## config.mk

```make
export PLATFORM = sky130hd
export DESIGN_NAME = mc_core_sequencer
export DESIGN_NICKNAME = d
export VERILOG_FILES = /design/src/rtl/rv_core_pkg.sv /design/src/rtl/mc_next_pc.sv /design/src/rtl/mc_core_sequencer.sv
export SDC_FILE = /design/constraint.sdc
export NUM_CORES = 1
export LEC_CHECK = 0
export ABC_CLOCK_PERIOD_IN_PS = 6750
export CORE_AREA = 2 2 158 160
export CTS_BUF_LIST = sky130_fd_sc_hd__clkbuf_2 sky130_fd_sc_hd__clkbuf_4 sky130_fd_sc_hd__clkbuf_8
export CTS_CLUSTER_DIAMETER = 60
export DETAILED_ROUTE_END_ITERATION = 6
export DIE_AREA = 0 0 160 162
export DONT_BUFFER_PORTS = 1
export RECOVER_POWER = 100
export SYNTH_ARGS = -nofsm -noshare
export SYNTH_HDL_FRONTEND = slang
export SYNTH_SLANG_ARGS = --single-unit
```

## constraint.sdc

```tcl
create_clock -name clk -period 6.75 [get_ports clk]
set_clock_uncertainty 0.05 [all_clocks]
set_input_delay 1.35 -clock clk [delete_from_list [all_inputs] [get_ports clk]]
set_output_delay 1.35 -clock clk [all_outputs]
set_load 0.02 [all_outputs]
```

## src/rtl/rv_core_pkg.sv

```systemverilog
// Shared types for the multicycle RV32I core: decoder opcode map, IR field view,
// sequencer states, writeback select and trap causes.
package rv_core_pkg;

  // One-hot opcode class from the decoder; exactly one bit is set for a recognised opcode.
  typedef struct packed {
    logic system;
    logic jal;
    logic jalr;
    logic branch;
    logic lui;
    logic op;
    logic store;
    logic auipc;
    logic op_imm;
    logic misc_mem;
    logic load_fp;
    logic load;
  } opcode_map;

  typedef struct packed {
    logic [6:0] funct7;
    logic [4:0] rs2;
    logic [4:0] rs1;
    logic [2:0] funct3;
    logic [4:0] rd;
    logic [6:0] opcode;
  } instr_field;

  typedef enum logic [3:0] {
    FETCH, FWAIT, DECODE, EXEC, MEM_RD, MWAIT, MEM_WR, WB, TRAP
  } seq_state_e;

  typedef enum logic [1:0] {
    WB_ALU = 2'd0,
    WB_MEM = 2'd1,
    WB_PC4 = 2'd2
  } wb_sel_e;

  typedef enum logic [1:0] {
    CAUSE_ILLEGAL      = 2'd0,
    CAUSE_MISALIGNED   = 2'd1,
    CAUSE_OUT_OF_RANGE = 2'd2,
    CAUSE_ECALL        = 2'd3
  } trap_cause_e;

  localparam logic [2:0] FUNCT3_W = 3'b010;

endpackage

```

## src/rtl/mc_next_pc.sv

```systemverilog
// Next-pc selection for the sequencer: taken target vs pc+4, JALR bit0 clear,
// and the alignment / range checks on control targets and data addresses.
module mc_next_pc #(
  parameter int unsigned IMEM_WORDS = 2560,
  parameter int unsigned DMEM_WORDS = 2560
) (
  input  logic [31:0] pc,
  input  logic [31:0] alu_result,
  input  logic        is_jalr,
  input  logic        take_target,
  output logic [31:0] pc_plus4,
  output logic [31:0] next_pc,
  output logic        tgt_misaligned,
  output logic        tgt_out_of_range,
  output logic        addr_misaligned,
  output logic        addr_out_of_range
);

  localparam logic [29:0] IMEM_LIMIT = 30'(IMEM_WORDS);
  localparam logic [29:0] DMEM_LIMIT = 30'(DMEM_WORDS);

  logic [31:0] target;

  assign pc_plus4 = pc + 32'd4;
  assign target   = is_jalr ? {alu_result[31:1], 1'b0} : alu_result;
  assign next_pc  = take_target ? target : pc_plus4;

  // Only bit1 matters for targets: instructions are 4-byte aligned and bit0 is never fetched.
  assign tgt_misaligned    = take_target && target[1];
  assign tgt_out_of_range  = take_target && (target[31:2] >= IMEM_LIMIT);
  assign addr_misaligned   = alu_result[1:0] != 2'b00;
  assign addr_out_of_range = alu_result[31:2] >= DMEM_LIMIT;

endmodule

```

## src/rtl/mc_core_sequencer.sv

```systemverilog
// Multicycle control FSM for the RV32I core: owns pc/ir, sequences
// fetch/decode/execute/mem/writeback and captures a sticky trap.
module mc_core_sequencer
  import rv_core_pkg::*;
#(
  parameter logic [31:0] RESET_PC   = 32'h0000_0000,
  parameter int unsigned IMEM_WORDS = 2560,
  parameter int unsigned DMEM_WORDS = 2560
) (
  input  logic        clk,
  input  logic        rst_n,
  input  opcode_map   op_decode_pkt,
  input  logic [31:0] alu_result,
  input  logic        branch_taken,
  input  logic [31:0] rs2_val,
  output logic [31:0] imem_rd_addr,
  input  logic [31:0] imem_rd_data,
  output logic [31:0] ir,
  output logic [31:0] pc,
  output logic [31:0] dmem_rd_addr,
  input  logic [31:0] dmem_rd_data,
  output logic [31:0] dmem_wr_addr,
  output logic [31:0] dmem_wr_data,
  output logic        dmem_wren,
  output logic        rd_we,
  output wb_sel_e     rd_wsel,
  output logic [31:0] load_data,
  output logic        retire,
  output logic        trap,
  output trap_cause_e trap_cause,
  output logic [31:0] trap_pc
);

  seq_state_e  state;
  instr_field  ir_q;
  logic [31:0] wb_pc;

  logic        pkt_onehot, pkt_known, is_mem, take_target;
  logic        trap_now;
  trap_cause_e cause_c;

  logic [31:0] pc_plus4, next_pc;
  logic        tgt_misaligned, tgt_out_of_range, addr_misaligned, addr_out_of_range;

  mc_next_pc #(
    .IMEM_WORDS(IMEM_WORDS),
    .DMEM_WORDS(DMEM_WORDS)
  ) u_next_pc (
    .pc               (pc),
    .alu_result       (alu_result),
    .is_jalr          (op_decode_pkt.jalr),
    .take_target      (take_target),
    .pc_plus4         (pc_plus4),
    .next_pc          (next_pc),
    .tgt_misaligned   (tgt_misaligned),
    .tgt_out_of_range (tgt_out_of_range),
    .addr_misaligned  (addr_misaligned),
    .addr_out_of_range(addr_out_of_range)
  );

  assign pkt_onehot = $onehot(op_decode_pkt);
  assign pkt_known  = op_decode_pkt.op   | op_decode_pkt.op_imm | op_decode_pkt.lui   |
                      op_decode_pkt.auipc | op_decode_pkt.jal   | op_decode_pkt.jalr  |
                      op_decode_pkt.branch | op_decode_pkt.load | op_decode_pkt.store |
                      op_decode_pkt.system;
  assign is_mem      = op_decode_pkt.load | op_decode_pkt.store;
  assign take_target = pkt_onehot &&
                       (op_decode_pkt.jal || op_decode_pkt.jalr ||
                        (op_decode_pkt.branch && branch_taken));

  // NOTE: every always_comb output gets a default first so no path leaves it unassigned (no latch).
  always_comb begin
    trap_now = 1'b0;
    cause_c  = CAUSE_ILLEGAL;
    if (!pkt_onehot || !pkt_known || (is_mem && ir_q.funct3 != FUNCT3_W)) begin
      trap_now = 1'b1;
      cause_c  = CAUSE_ILLEGAL;
    end else if (op_decode_pkt.system) begin
      trap_now = 1'b1;
      cause_c  = CAUSE_ECALL;
    end else if ((is_mem && addr_misaligned) || tgt_misaligned) begin
      trap_now = 1'b1;
      cause_c  = CAUSE_MISALIGNED;
    end else if ((is_mem && addr_out_of_range) || tgt_out_of_range) begin
      trap_now = 1'b1;
      cause_c  = CAUSE_OUT_OF_RANGE;
    end
  end

  // NOTE: sequential state uses non-blocking assignments so every register samples pre-edge values.
  always_ff @(posedge clk or negedge rst_n) begin
    if (!rst_n) begin
      state      <= FETCH;
      pc         <= RESET_PC;
      ir_q       <= '0;
      load_data  <= '0;
      wb_pc      <= '0;
      rd_wsel    <= WB_ALU;
      trap       <= 1'b0;
      trap_cause <= CAUSE_ILLEGAL;
      trap_pc    <= '0;
    end else begin
      case (state)
        FETCH:  state <= FWAIT;
        FWAIT: begin
          ir_q  <= instr_field'(imem_rd_data);
          state <= DECODE;
        end
        DECODE: state <= EXEC;
        EXEC: begin
          wb_pc <= next_pc;
          if (trap_now) begin
            state      <= TRAP;
            trap       <= 1'b1;
            trap_cause <= cause_c;
            trap_pc    <= pc;
          end else if (op_decode_pkt.branch) begin
            pc    <= next_pc;
            state <= FETCH;
          end else if (op_decode_pkt.load) begin
            rd_wsel <= WB_MEM;
            state   <= MEM_RD;
          end else if (op_decode_pkt.store) begin
            state <= MEM_WR;
          end else if (op_decode_pkt.jal || op_decode_pkt.jalr) begin
            rd_wsel <= WB_PC4;
            state   <= WB;
          end else begin
            rd_wsel <= WB_ALU;
            state   <= WB;
          end
        end
        MEM_RD: state <= MWAIT;
        MWAIT: begin
          load_data <= dmem_rd_data;
          state     <= WB;
        end
        MEM_WR: begin
          pc    <= pc_plus4;
          state <= FETCH;
        end
        WB: begin
          pc    <= wb_pc;
          state <= FETCH;
        end
        TRAP:    state <= TRAP;
        default: state <= FETCH;
      endcase
    end
  end

  // Strobes are pure state decodes so an asynchronous reset kills them immediately.
  assign dmem_wren = (state == MEM_WR);
  assign rd_we     = (state == WB) && (ir_q.rd != 5'd0);
  assign retire    = (state == WB) || (state == MEM_WR) ||
                     ((state == EXEC) && op_decode_pkt.branch && !trap_now);

  assign ir           = ir_q;
  assign imem_rd_addr = {2'b00, pc[31:2]};
  assign dmem_rd_addr = {2'b00, alu_result[31:2]};
  assign dmem_wr_addr = {2'b00, alu_result[31:2]};
  assign dmem_wr_data = rs2_val;

endmodule

```

==> impl_metrics.toml <==
[worst_setup_path]
crit_family = "adder cells"
cpPeakStageDelay_ps = 520
reg2reg_slack_ps = 2210
critPathRequiredTime_ps = 5350
path_max_fanout = 4
critPathBufInv = 4
r2r_end = "pc[14]"
end_kind = "output pin"
r2r_cells = 9
cp_common_cell = "fa_1"
start_kind = "input pin"
path_cells = "fa_1 > fa_1 > inv_1 > fa_1 > fa_1 > inv_1 > ha_1 > inv_1 > fa_1 > or2_2 > o2111a_2 > a211oi_4 > and4_1 > nor2_2 > inv_4"
arrival_ps = 5220
cp_slowest_cell = "fa_1"
path_class = "in -> out"
reg2reg_from = "state[0]"

[drt]
dr.pass1.iters = 5
final_antenna_net_count = 0
vias = 6309
wl_met1_um = 10180
drt_iter0_drc = 285
remaining_drc_errors = 0
met3_length_um = 2174
vias_per_cell = 5.674
top_layer = "met4"
routed_wl_um = 25510
routedWlPerCell_um = 22.94
routed-wl-met2_um = 12580

[timing]
slew_headroom_pct = -25.51
hold_viol = 0
setup_viol = 0
fin_crit_sh_pct = 98.08
period_minus_slack_ps = 6621
rsz0062_at_grt = "no"
tns_ps = 0
max_freq_mhz = 151.0
worst_pin_slew_ps = 1881
slew_viol_final = 118

[clock_network]
path_clk_slew_ps = 90
post-cts-setup-buffer-count = 0
clk-insertion-delay-late_ps = 460
clock-sinks = 169
root_buffer = "clkbuf_8"
htree_levels = 4
cts_tree = "yes"
cts_buffer_depth = 2
cts_inserted_buffers = 17

[finish]
fin_nets = 929
area_growth_pct = -1.692
n_fill_cell = 2405
fin_util_pct = 38.61
drive_gt1_share_pct = 23.63

[grt]
antenna_found_initial = 1
grt_max_degree = 170
overflow = 0
grt_first_pass_wirelength_um = 39050
grt_pass1_vias = 6632
grt_usage_pct = 19.52

[power]
power_frac_clock_pct = 25.2
seqPwrFrac_pct = 46.7
p_sw_mw = 1.189
vdd_drop_max_mv = 0.2189
leakage_nw = 4.089
finalPower_mw = 3.173
internal-power_mw = 1.983
switching_share_pct = 37.49
power_frac_comb_pct = 28.1
cellPowerDensity_nw_per_um2 = 340.9

[logic_synthesis]
ys.flop_type = "dfrtp_1"
netlist_area_sq_um = 9467
ys_ff_latch = 169
yosysWarnings = 0
async_flop_share_pct = 100.0
synthCells = 914
synth_cell_types = 67
yosysSeqAreaShare_pct = 44.67
syn_area_per_cell_sq_um = 10.36
synth-edff-count = 0

[job]
drv_cap = 4

[floorplan]
core-area_sq_um = 24110
dieArea_sq_um = 25920
ioPinCount = 407
die_y_um = 162
start_util_pct = 39.27
die_x_um = 160
rows = 57

[min_path]
hold_start = "wb_pc[7]"
whs_endpoint = "wb_pc[7]"
hp-class = "reg -> reg"
min_delay_path_depth = 2

[placed_design]
hpwlAfterDp_um = 17560
port_buffers = 0
gp_congestion = 0.8220

[status]
violations = "max-capacitance violations, max-slew violations"
status = "finished with violations"
## synthesized netlist by cell type, types with 10 or more instances
| cell type | n | area, sq um |
|---|---|---|
| dfrtp_1 | 169 | 4229 |
| buf_4 | 129 | 968.4 |
| mux2_2 | 117 | 1318 |
| nand2_1 | 54 | 202.7 |
| nor2_1 | 51 | 191.4 |
| o21ai_0 | 49 | 245.2 |
| clkbuf_1 | 40 | 150.1 |
| inv_1 | 28 | 105.1 |
| nand3_1 | 24 | 120.1 |
| nor3_1 | 24 | 120.1 |
| a21oi_1 | 21 | 105.1 |
| mux2i_1 | 12 | 120.1 |
| xor2_1 | 12 | 105.1 |
| a31oi_1 | 11 | 68.82 |
| nand4_1 | 11 | 68.82 |
| nor4_1 | 11 | 68.82 |
| o211ai_1 | 10 | 75.07 |
## worst max-delay path by stage
stage	startpoint	to	cells past startpoint
detailed placement	op_decode_pkt[0]	retire	15
floorplan	op_decode_pkt[0]	retire	17
CTS	op_decode_pkt[0]	retire	15
global route	op_decode_pkt[0]	retire	15
global placement	op_decode_pkt[0]	retire	15
finish	op_decode_pkt[0]	retire	15
## power by group through the flow
stage               combinational, mW  clock, mW  sequential, mW
floorplan                       0.759          0            1.46
global placement                0.884          0            1.50
detailed placement              0.909          0            1.50
CTS                             0.910      0.831            1.48
global route                    0.995      0.872            1.51
finish                          0.892      0.799            1.48
## placed cells by master (no fill, tap or decap), types with 6 or more instances in the layout
| cell | count |
|---|---|
| nand4_1 | 11 |
| o211a_1 | 6 |
| o211ai_1 | 10 |
| nor3_1 | 23 |
| nand2b_1 | 8 |
| xor2_1 | 12 |
| a31oi_1 | 10 |
| nand2_1 | 54 |
| xnor2_1 | 9 |
| nand3_1 | 24 |
| fa_1 | 7 |
| a31o_2 | 6 |
| or4_1 | 6 |
| and3_1 | 7 |
| conb_1 | 6 |
| inv_1 | 28 |
| dfrtp_1 | 169 |
| nor2_1 | 49 |
| clkbuf_8 | 17 |
| mux2i_1 | 12 |
| o21ai_0 | 49 |
| nor4_1 | 11 |
| mux2_2 | 116 |
| clkbuf_1 | 8 |
| o22ai_1 | 9 |
| a21oi_1 | 21 |
## kinds of logic after synthesis
group / Yosys count / share of synthesized area [%]
adder cells (fa/ha/maj): 12 / 2.141
AO/OA/AOI/OAI: 152 / 10.65
multiplexers: 129 / 15.19
buffers and inverters: 210 / 13.56
flip-flops: 169 / 44.67
AND/OR/NAND/NOR: 220 / 11.80
XOR/XNOR: 21 / 1.943
other: 1 / 0.03961
## layer usage
metal / vias up / global-route usage, %
li1: 2803 / -
met1: 3128 / 23.23
met2: 338 / 33.27
met3: 40 / 6.359
met4: 0 / 6.962
met5: - / 0
## worst min-delay path: cells and delay by family, from the launching register on
kind / cells / cell delay (ps)
flops: 1 / 340
simple gates: 1 / 40
compound gates: 1 / 60
## final cells by class
cell class | count | area, sq um | area share, %
clock inverter | 14 | 183.9 | 1.976
multi-input combinational | 540 | 4013 | 43.12
antenna | 1 | 2.502 | 0.02689
sequential | 169 | 4229 | 45.44
inverter | 29 | 111.4 | 1.197
timing repair buffer | 17 | 120.1 | 1.291
tap | 324 | 405.4 | 4.356
clock buffer | 18 | 241.5 | 2.595
## sequential cells by signal, summed over array words and instances, names as in the netlist
name	flops
state	4
trap	1
pc	32
rd_wsel	2
trap_pc	32
wb_pc	32
trap_cause	2
ir	32
load_data	32
## what timing repair did
action,CTS,global route
endpoints found under the hold margin,0,0
gates resized for setup,0,2
setup endpoints to repair,0,1
hold buffers,0,0
## stage by stage
stage,hold WS (ps),area [sq um],worst slack [ps],cells
final,433.4,9306,129.4,1112
after CTS,435.8,9351,96.65,1111
after global routing,447.6,9306,26.07,1112
after global placement,404.6,8926,178.7,1079
after floorplan,391.3,9497,21.95,919
after detailed placement,414.1,8926,98.23,1079
No activity file was read; power rests on OpenSTA's default activity.
